## src/rtl/icache_refill_pkg.sv

```systemverilog
// Shared widths, state encoding and helpers for the instruction-cache line refill engine.
package icache_refill_pkg;

  localparam int unsigned I_INDEX_WIDTH = 6;
  localparam int unsigned I_WO_WIDTH    = 2;
  localparam int unsigned NWORDS        = 1 << I_WO_WIDTH;

  typedef enum logic [1:0] {
    StIdle = 2'd0,
    StReq  = 2'd1,
    StFill = 2'd2,
    StDone = 2'd3
  } refill_state_e;

  // Word offsets wrap naturally at the line boundary (critical-word-first order).
  function automatic logic [I_WO_WIDTH-1:0] wrap_inc(input logic [I_WO_WIDTH-1:0] offset);
    return offset + 1'b1;
  endfunction

endpackage

```

## src/rtl/icache_refill_ctr.sv

```systemverilog
// Refill word-offset / beat counter: loads the critical offset, advances one word per beat and
// flags the last beat of the line.
module icache_refill_ctr
  import icache_refill_pkg::*;
#(
  parameter int unsigned NWords = NWORDS
) (
  input  logic                  clk,
  input  logic                  rst,
  input  logic                  load_i,
  input  logic [I_WO_WIDTH-1:0] load_offset_i,
  input  logic                  inc_i,
  output logic [I_WO_WIDTH-1:0] offset_o,
  output logic                  first_o,
  output logic                  last_o
);

  localparam logic [I_WO_WIDTH:0] LastCount = (I_WO_WIDTH + 1)'(NWords - 1);

  logic [I_WO_WIDTH-1:0] offset_d, offset_q;
  logic [I_WO_WIDTH:0]   count_d, count_q;

  always_comb begin
    offset_d = offset_q;
    count_d  = count_q;
    if (load_i) begin
      offset_d = load_offset_i;
      count_d  = '0;
    end else if (inc_i) begin
      offset_d = wrap_inc(offset_q);
      count_d  = count_q + 1'b1;
    end
  end

  always_ff @(posedge clk) begin
    if (rst) begin
      offset_q <= '0;
      count_q  <= '0;
    end else begin
      offset_q <= offset_d;
      count_q  <= count_d;
    end
  end

  assign offset_o = offset_q;
  assign first_o  = (count_q == '0);
  assign last_o   = (count_q == LastCount);

endmodule

```

## src/rtl/icache_refill.sv

```systemverilog
// I-cache miss refill engine: requests a line from memory, writes returned words critical-word
// first into the data RAM, forwards the critical word and finally writes the tag.
module icache_refill
  import icache_refill_pkg::*;
#(
  parameter int unsigned dw     = 32,
  parameter int unsigned nwords = NWORDS
) (
  input  logic                     clk,
  input  logic                     rst,
  input  logic                     req_valid,
  output logic                     req_ready,
  input  logic [I_INDEX_WIDTH-1:0] req_index,
  input  logic [I_WO_WIDTH-1:0]    req_offset,
  input  logic [1:0]               req_way,
  output logic                     mem_req,
  output logic [I_INDEX_WIDTH-1:0] mem_index,
  input  logic                     mem_ack,
  input  logic                     mem_rvalid,
  input  logic [dw-1:0]            mem_rdata,
  output logic [I_INDEX_WIDTH-1:0] ram_index,
  output logic [1:0]               ram_way,
  output logic [I_WO_WIDTH-1:0]    ram_offset,
  output logic [dw-1:0]            ram_din,
  output logic                     ram_we,
  output logic                     ram_en,
  output logic                     crit_valid,
  output logic [dw-1:0]            crit_data,
  output logic                     tag_we,
  output logic                     done
);

  refill_state_e             state_d, state_q;
  logic [I_INDEX_WIDTH-1:0]  index_d, index_q;
  logic [1:0]                way_d, way_q;
  logic                      req_ready_d, req_ready_q;
  logic                      mem_req_d, mem_req_q;
  logic                      tag_we_d, tag_we_q;
  logic                      done_d, done_q;

  logic                      accept;
  logic                      beat;
  logic [I_WO_WIDTH-1:0]     ctr_offset;
  logic                      ctr_first;
  logic                      ctr_last;

  assign accept = (state_q == StIdle) && req_valid;
  // Reset masks the beat so nothing reaches the RAM in the reset cycle itself.
  assign beat   = (state_q == StFill) && mem_rvalid && !rst;

  icache_refill_ctr #(
    .NWords(nwords)
  ) u_ctr (
    .clk          (clk),
    .rst          (rst),
    .load_i       (accept),
    .load_offset_i(req_offset),
    .inc_i        (beat),
    .offset_o     (ctr_offset),
    .first_o      (ctr_first),
    .last_o       (ctr_last)
  );

  always_comb begin
    state_d = state_q;
    index_d = index_q;
    way_d   = way_q;
    case (state_q)
      StIdle: begin
        if (req_valid) begin
          index_d = req_index;
          way_d   = req_way;
          state_d = StReq;
        end
      end
      StReq: begin
        if (mem_ack) state_d = StFill;
      end
      StFill: begin
        if (beat && ctr_last) state_d = StDone;
      end
      StDone: begin
        state_d = StIdle;
      end
      default: begin
        state_d = StIdle;
      end
    endcase

    // Strobes are registered from the next state so they align with the state they belong to.
    req_ready_d = (state_d == StIdle);
    mem_req_d   = (state_d == StReq);
    tag_we_d    = (state_d == StDone);
    done_d      = (state_d == StDone);
  end

  always_ff @(posedge clk) begin
    if (rst) begin
      state_q     <= StIdle;
      index_q     <= '0;
      way_q       <= '0;
      req_ready_q <= 1'b1;
      mem_req_q   <= 1'b0;
      tag_we_q    <= 1'b0;
      done_q      <= 1'b0;
    end else begin
      state_q     <= state_d;
      index_q     <= index_d;
      way_q       <= way_d;
      req_ready_q <= req_ready_d;
      mem_req_q   <= mem_req_d;
      tag_we_q    <= tag_we_d;
      done_q      <= done_d;
    end
  end

  assign req_ready  = req_ready_q;
  assign mem_req    = mem_req_q;
  assign mem_index  = index_q;
  assign ram_index  = index_q;
  assign ram_way    = way_q;
  assign ram_offset = ctr_offset;
  assign ram_we     = beat;
  assign ram_en     = beat;
  assign ram_din    = beat ? mem_rdata : '0;
  assign crit_valid = beat && ctr_first;
  assign crit_data  = crit_valid ? mem_rdata : '0;
  assign tag_we     = tag_we_q;
  assign done       = done_q;

  a_we_only_in_fill : assert property (@(posedge clk) disable iff (rst)
    ram_we |-> (state_q == StFill));
  a_no_we_with_tag : assert property (@(posedge clk) disable iff (rst)
    !(ram_we && tag_we));

endmodule

```

## config.mk

```make
export PLATFORM = sky130hd
export DESIGN_NAME = icache_refill
export DESIGN_NICKNAME = d
export VERILOG_FILES = /design/src/rtl/icache_refill_pkg.sv /design/src/rtl/icache_refill_ctr.sv /design/src/rtl/icache_refill.sv
export SDC_FILE = /design/constraint.sdc
export NUM_CORES = 1
export LEC_CHECK = 0
export ABC_AREA = 1
export CAP_MARGIN = 30
export CORE_UTILIZATION = 25
export DETAILED_ROUTE_END_ITERATION = 16
export HOLD_SLACK_MARGIN = 0.03
export PLACE_DENSITY_LB_ADDON = 0.25
export SETUP_SLACK_MARGIN = 0.05
export SLEW_MARGIN = 10
export SYNTH_ARGS = -nofsm -noshare
export SYNTH_HDL_FRONTEND = slang
export SYNTH_SLANG_ARGS = --single-unit
export TNS_END_PERCENT = 20
```

## constraint.sdc

```tcl
create_clock -name clk -period 1.65 [get_ports clk]
set_input_delay 0.495 -clock clk [delete_from_list [all_inputs] [get_ports clk]]
set_output_delay 0.495 -clock clk [all_outputs]
set_load 0.02 [all_outputs]
```

# Word-level counts from Yosys, hierarchy flattened
# Cells that the tools add are included.
[totals]
in_bits = 47
ff_bits = 18
wordCells = 36
[classes]
eq_ne = 6
mux = 8
addsub = 2
n_reduce_logical = 12
[op_table]
columns = ["op", "n"]
rows = [
  ["two-way mux 32 bit", 2],
  ["two-way mux 2 bit", 5],
  ["case mux 2 bit (4 select lines)", 1],
  ["equality test 2 bit, second input constant", 3],
  ["logical AND 1 bit", 5],
  ["equality test 2 x 1 -> 1 bit, second input constant", 2],
  ["zero test 2 bit", 2],
  ["adder 3 x 1 -> 3 bit, second input constant", 1],
  ["equality test 3 x 2 -> 1 bit, second input constant", 1],
  ["zero test 3 bit", 1],
  ["adder 2 x 1 -> 2 bit, second input constant", 1],
  ["AND reduction 2 bit", 1],
  ["nonzero test 2 bit", 1],
  ["OR reduction 2 bit", 1],
  ["zero test 1 bit", 1],
]

# Longest topological paths before layout
[logic_depth]
word_depth = 7
ltp_mapped = 6
ltp_nobuf = 6

# By module
# Synthesis repeated with hierarchy kept, for this count alone.
[unflattened]
cells_unflattened = 213
area_unflattened_um2 = 1296.2
[by_module_without_submodules]
columns = ["mod", "seq_area_each_um2", "area_each_um2", "cells_each", "n_inst"]
rows = [
  ["icache_refill", 260.2, 1031.0, 175, 1],
  ["icache_refill_ctr", 100.1, 265.3, 38, 1],
]

# Worst setup path after synthesis
# Ideal clock, no wire load.
[synth_timing]
kind = "input-to-output"
start = "in rst"
end = "out crit_data[22]"
t_arrival_ps = 1487
slack_ps = -332
path_stages = 6
required_time_ps = 1155
cell_sequence = "inv_1 -> nand2_1 -> nor2_4 -> nand3_4 -> buf_6 -> nor2_1"
[synth_via]
elab_chain_len = 4
[synth_lines]
columns = ["item", "line", "text"]
rows = [
  ["start, declared", "icache_refill.sv:10", "input logic rst,"],
  ["zero test 1 bit", "icache_refill.sv:49", "assign beat = (state_q == StFill) && mem_rvalid && !rst;"],
  ["logical AND 1 bit", "icache_refill.sv:49", ""],
  ["net ram_en", "icache_refill.sv:26", "output logic ram_en,"],
  ["logical AND 1 bit", "icache_refill.sv:126", "assign crit_valid = beat && ctr_first;"],
  ["two-way mux 32 bit", "icache_refill.sv:127", "assign crit_data = crit_valid ? mem_rdata : '0;"],
  ["end, declared", "icache_refill.sv:28", "output logic [dw-1:0] crit_data,"],
]
# The timed path passes the listed nets, and every way through them passes these cells.

# Worst setup path in the final report
[layout_timing]
start = "reg state_q[0]"
end = "out crit_data[2]"
[layout_via]
elab_chain_len = 5
[layout_lines]
columns = ["item", "line", "text"]
rows = [
  ["start, declared", "icache_refill.sv:33", "refill_state_e state_d, state_q;"],
  ["start signal, assigned", "icache_refill.sv:99", "state_q <= StIdle;"],
  ["start signal, assigned", "icache_refill.sv:107", "state_q <= state_d;"],
  ["equality test 2 bit", "icache_refill.sv:49", ""],
  ["logical AND 1 bit (2 in series)", "icache_refill.sv:49", ""],
  ["logical AND 1 bit", "icache_refill.sv:126", ""],
  ["two-way mux 32 bit", "icache_refill.sv:127", ""],
]
# Every way passes these cells.

==> metrics.yaml <==
yosys:
  synth_area_sq_mm: 0.00123
  ys_ff_latch: 18
  syn-num-nets: 260
  yosys_warnings: 0
  syn_inst: 210
  yosysSeqAreaShare_pct: 29.2
  synth.avg_cell_area_sq_um: 5.88
  synth_cell_type_count: 18
placement:
  placed_cell_area_sq_mm: 0.00298
  dp_hpwl_um: 3880
  gp_congestion: 0.719
  io_buffers: 133
  place_ws_ps: -1180
global_route:
  antenna_found_initial: 0
  grt_pass1_wl_um: 8200
  grt_max_degree: 13
  grt_use_total_pct: 20.1
  grt_overflow: 0
  grt_pass1_vias: 1619
clock_tree:
  clkLatencyLatePin_ps: 250
  cts_sinks: 18
  cts_buffers: 3
  clock_path_buffers: 2
  htreeDepth: 1
  root_buffer: "clkbuf_8"
  cts_tree: "yes"
  clk_pin_slew_ps: 70
setup_path:
  cp-end-kind: "output port"
  worstPathMaxFanout: 5
  rr_endpoint: "u_ctr.count_q[2]"
  rr_worst_depth: 5
  arrival_ps: 1550
  reg2reg_slack_ps: 320
  crit_start: "state_q[0]"
  required_ps: 1150
  startpoint_type: "flop"
  path_class: "reg2out"
  reg2reg_from: "u_ctr.count_q[0]"
  crit_end: "crit_data[2]"
finish:
  antennaDiodeCount: 0
  final_area_sq_mm: 0.00324
  fin_util_pct: 68.6
  final_cell_mix: "buf_6 (50), buf_4 (47), clkdlybuf4s50_1 (44)"
  drive_above_1_share_pct: 44.7
  area_growth_pct: 162
  fill_cells: 388
  fin_nets: 416
  layout_commonest_cell: "buf_6"
drt:
  vias: 1786
  drt-vias-per-instance: 4.13
  detailedRoute.firstPassIterationCount: 3
  first_iter_violations: 28
  wl_per_cell_um: 12.6
  drc_errors: 0
  ant_nets: 0
  finalWirelength_um: 5460
timing:
  hold_viol: 0
  fin_hold_ws_ps: 461
  min_period_over_period_pct: 124
  rsz0062_at_grt: "yes"
  tightest_slew_ps: 237
  timing.fmax_ghz: 0.489
  layout_setup_ws_ps: -393
  finalCriticalPeriod_ps: 2040
  clock_skew_ps: 2.54
  setup_viol: 67
  drv_slew: 0
  relSlewSlack_pct: 84.2
outcome:
  violations: "negative setup slack"
  outcome: "finished, violations left"
floorplan:
  fp-row-count: 25
  pin_count: 134
  core_area_sq_mm: 0.00472
  die_area_sq_mm: 0.00523
  fp.dieW_um: 72.3
  die_y_um: 72.3
  start_util_pct: 26.1
pwr:
  powerDensity_mw_per_mm2: 416
  peakVddDrop_mv: 0.697
  p_leak_nw: 1.63
flow_run:
  cap_violations: 0
hold_path:
  holdCritPathClass: "in2reg"
  holdPathStages: 2
[metal layers]
metal / share of wire [%] / routed length [um] / global-route usage, %
met5: 0 / 0 / 0
met4: 0.48 / 26 / 2.61
met3: 5.4 / 292 / 4.03
met2: 56 / 3040 / 38.8
met1: 38 / 2090 / 23.2
[final cells by class]
cell class	count	area, sq um	area share (%)
timing repair buffer	167	1640	50.5
tap	67	83.8	2.59
inverter	45	188	5.80
multi-input combinational	131	910	28.1
clock buffer	4	55.1	1.70
sequential	18	365	11.3
[stage by stage]
stage / power (W) / setup TNS [ps] / cells
final: 0.00135 / -16890 / 432
after global routing: 0.00142 / -21160 / 432
after CTS: 0.00135 / -21910 / 432
after detailed placement: 0.000987 / -77730 / 417
after global placement: 0.000980 / -76980 / 417
after floorplan: 0.000739 / -9510 / 210
[cells by family (layout without fill, tap and decap cells)]
family	after synthesis	in the layout	synth area share, %
simple gates	112	112	37.4
buf+inv	61	216	23.7
flops	18	18	29.2
compound gates	16	16	6.69
fa+ha+maj	3	3	3.04
[flip-flops by register name, summed over array words and instances, names as in the netlist]
register        cells
mem_index           6
u_ctr.count_q       3
ram_way             2
state_q             2
u_ctr.offset_o      2
done                1
mem_req             1
req_ready           1
[worst min path at each step]
stage / start / end / slack [ps]
after CTS: u_ctr.count_q[2] / u_ctr.count_q[2] / 480
final: rst / state_q[1] / 460
after global routing: rst / state_q[1] / 460
after global placement: u_ctr.count_q[2] / u_ctr.count_q[2] / 450
after floorplan: u_ctr.count_q[2] / u_ctr.count_q[2] / 440
after detailed placement: u_ctr.count_q[2] / u_ctr.count_q[2] / 460
[Yosys cell counts]
| library cell | instances | area (sq um) |
|---|---|---|
| a21oi_1 | 6 | 30.0 |
| and3_1 | 1 | 6.26 |
| buf_1 | 1 | 3.75 |
| buf_2 | 3 | 15.0 |
| buf_4 | 8 | 60.1 |
| buf_6 | 4 | 45.0 |
| dfxtp_1 | 18 | 360 |
| ha_1 | 3 | 37.5 |
| inv_1 | 45 | 169 |
| nand2_1 | 16 | 60.1 |
| nand2_2 | 1 | 6.26 |
| nand3_1 | 6 | 30.0 |
| nand3_4 | 1 | 17.5 |
| nand3b_1 | 2 | 15.0 |
| nor2_1 | 84 | 315 |
| nor2_4 | 1 | 11.3 |
| o21a_1 | 1 | 7.51 |
| o21ai_0 | 9 | 45.0 |
[power by group]
group | switching, W | leakage, nW | internal (W)
logic | 0.000256 | 1.46 | 0.000240
clock network | 0.000150 | 0.0288 | 0.000212
registers | 0.0000218 | 0.149 | 0.000467
total | 0.000428 | 1.63 | 0.000919
[repair_timing]
action                     CTS  global route
setup buffers                7             4
pin swaps                    8             9
resized for setup          434            15
setup endpoints to repair   89            67
hold buffers                 0             0
gates cloned                 4             0
[critical path, stage by stage (launching register included)]
cell     delay, ps
dfxtp_4        380
inv_4           60
nand2_4         50
nor2_4         120
nand3_4        150
buf_6          160
buf_12         130
nor2_4         100
buf_6          130
No activity file was read; power rests on OpenSTA's default activity.
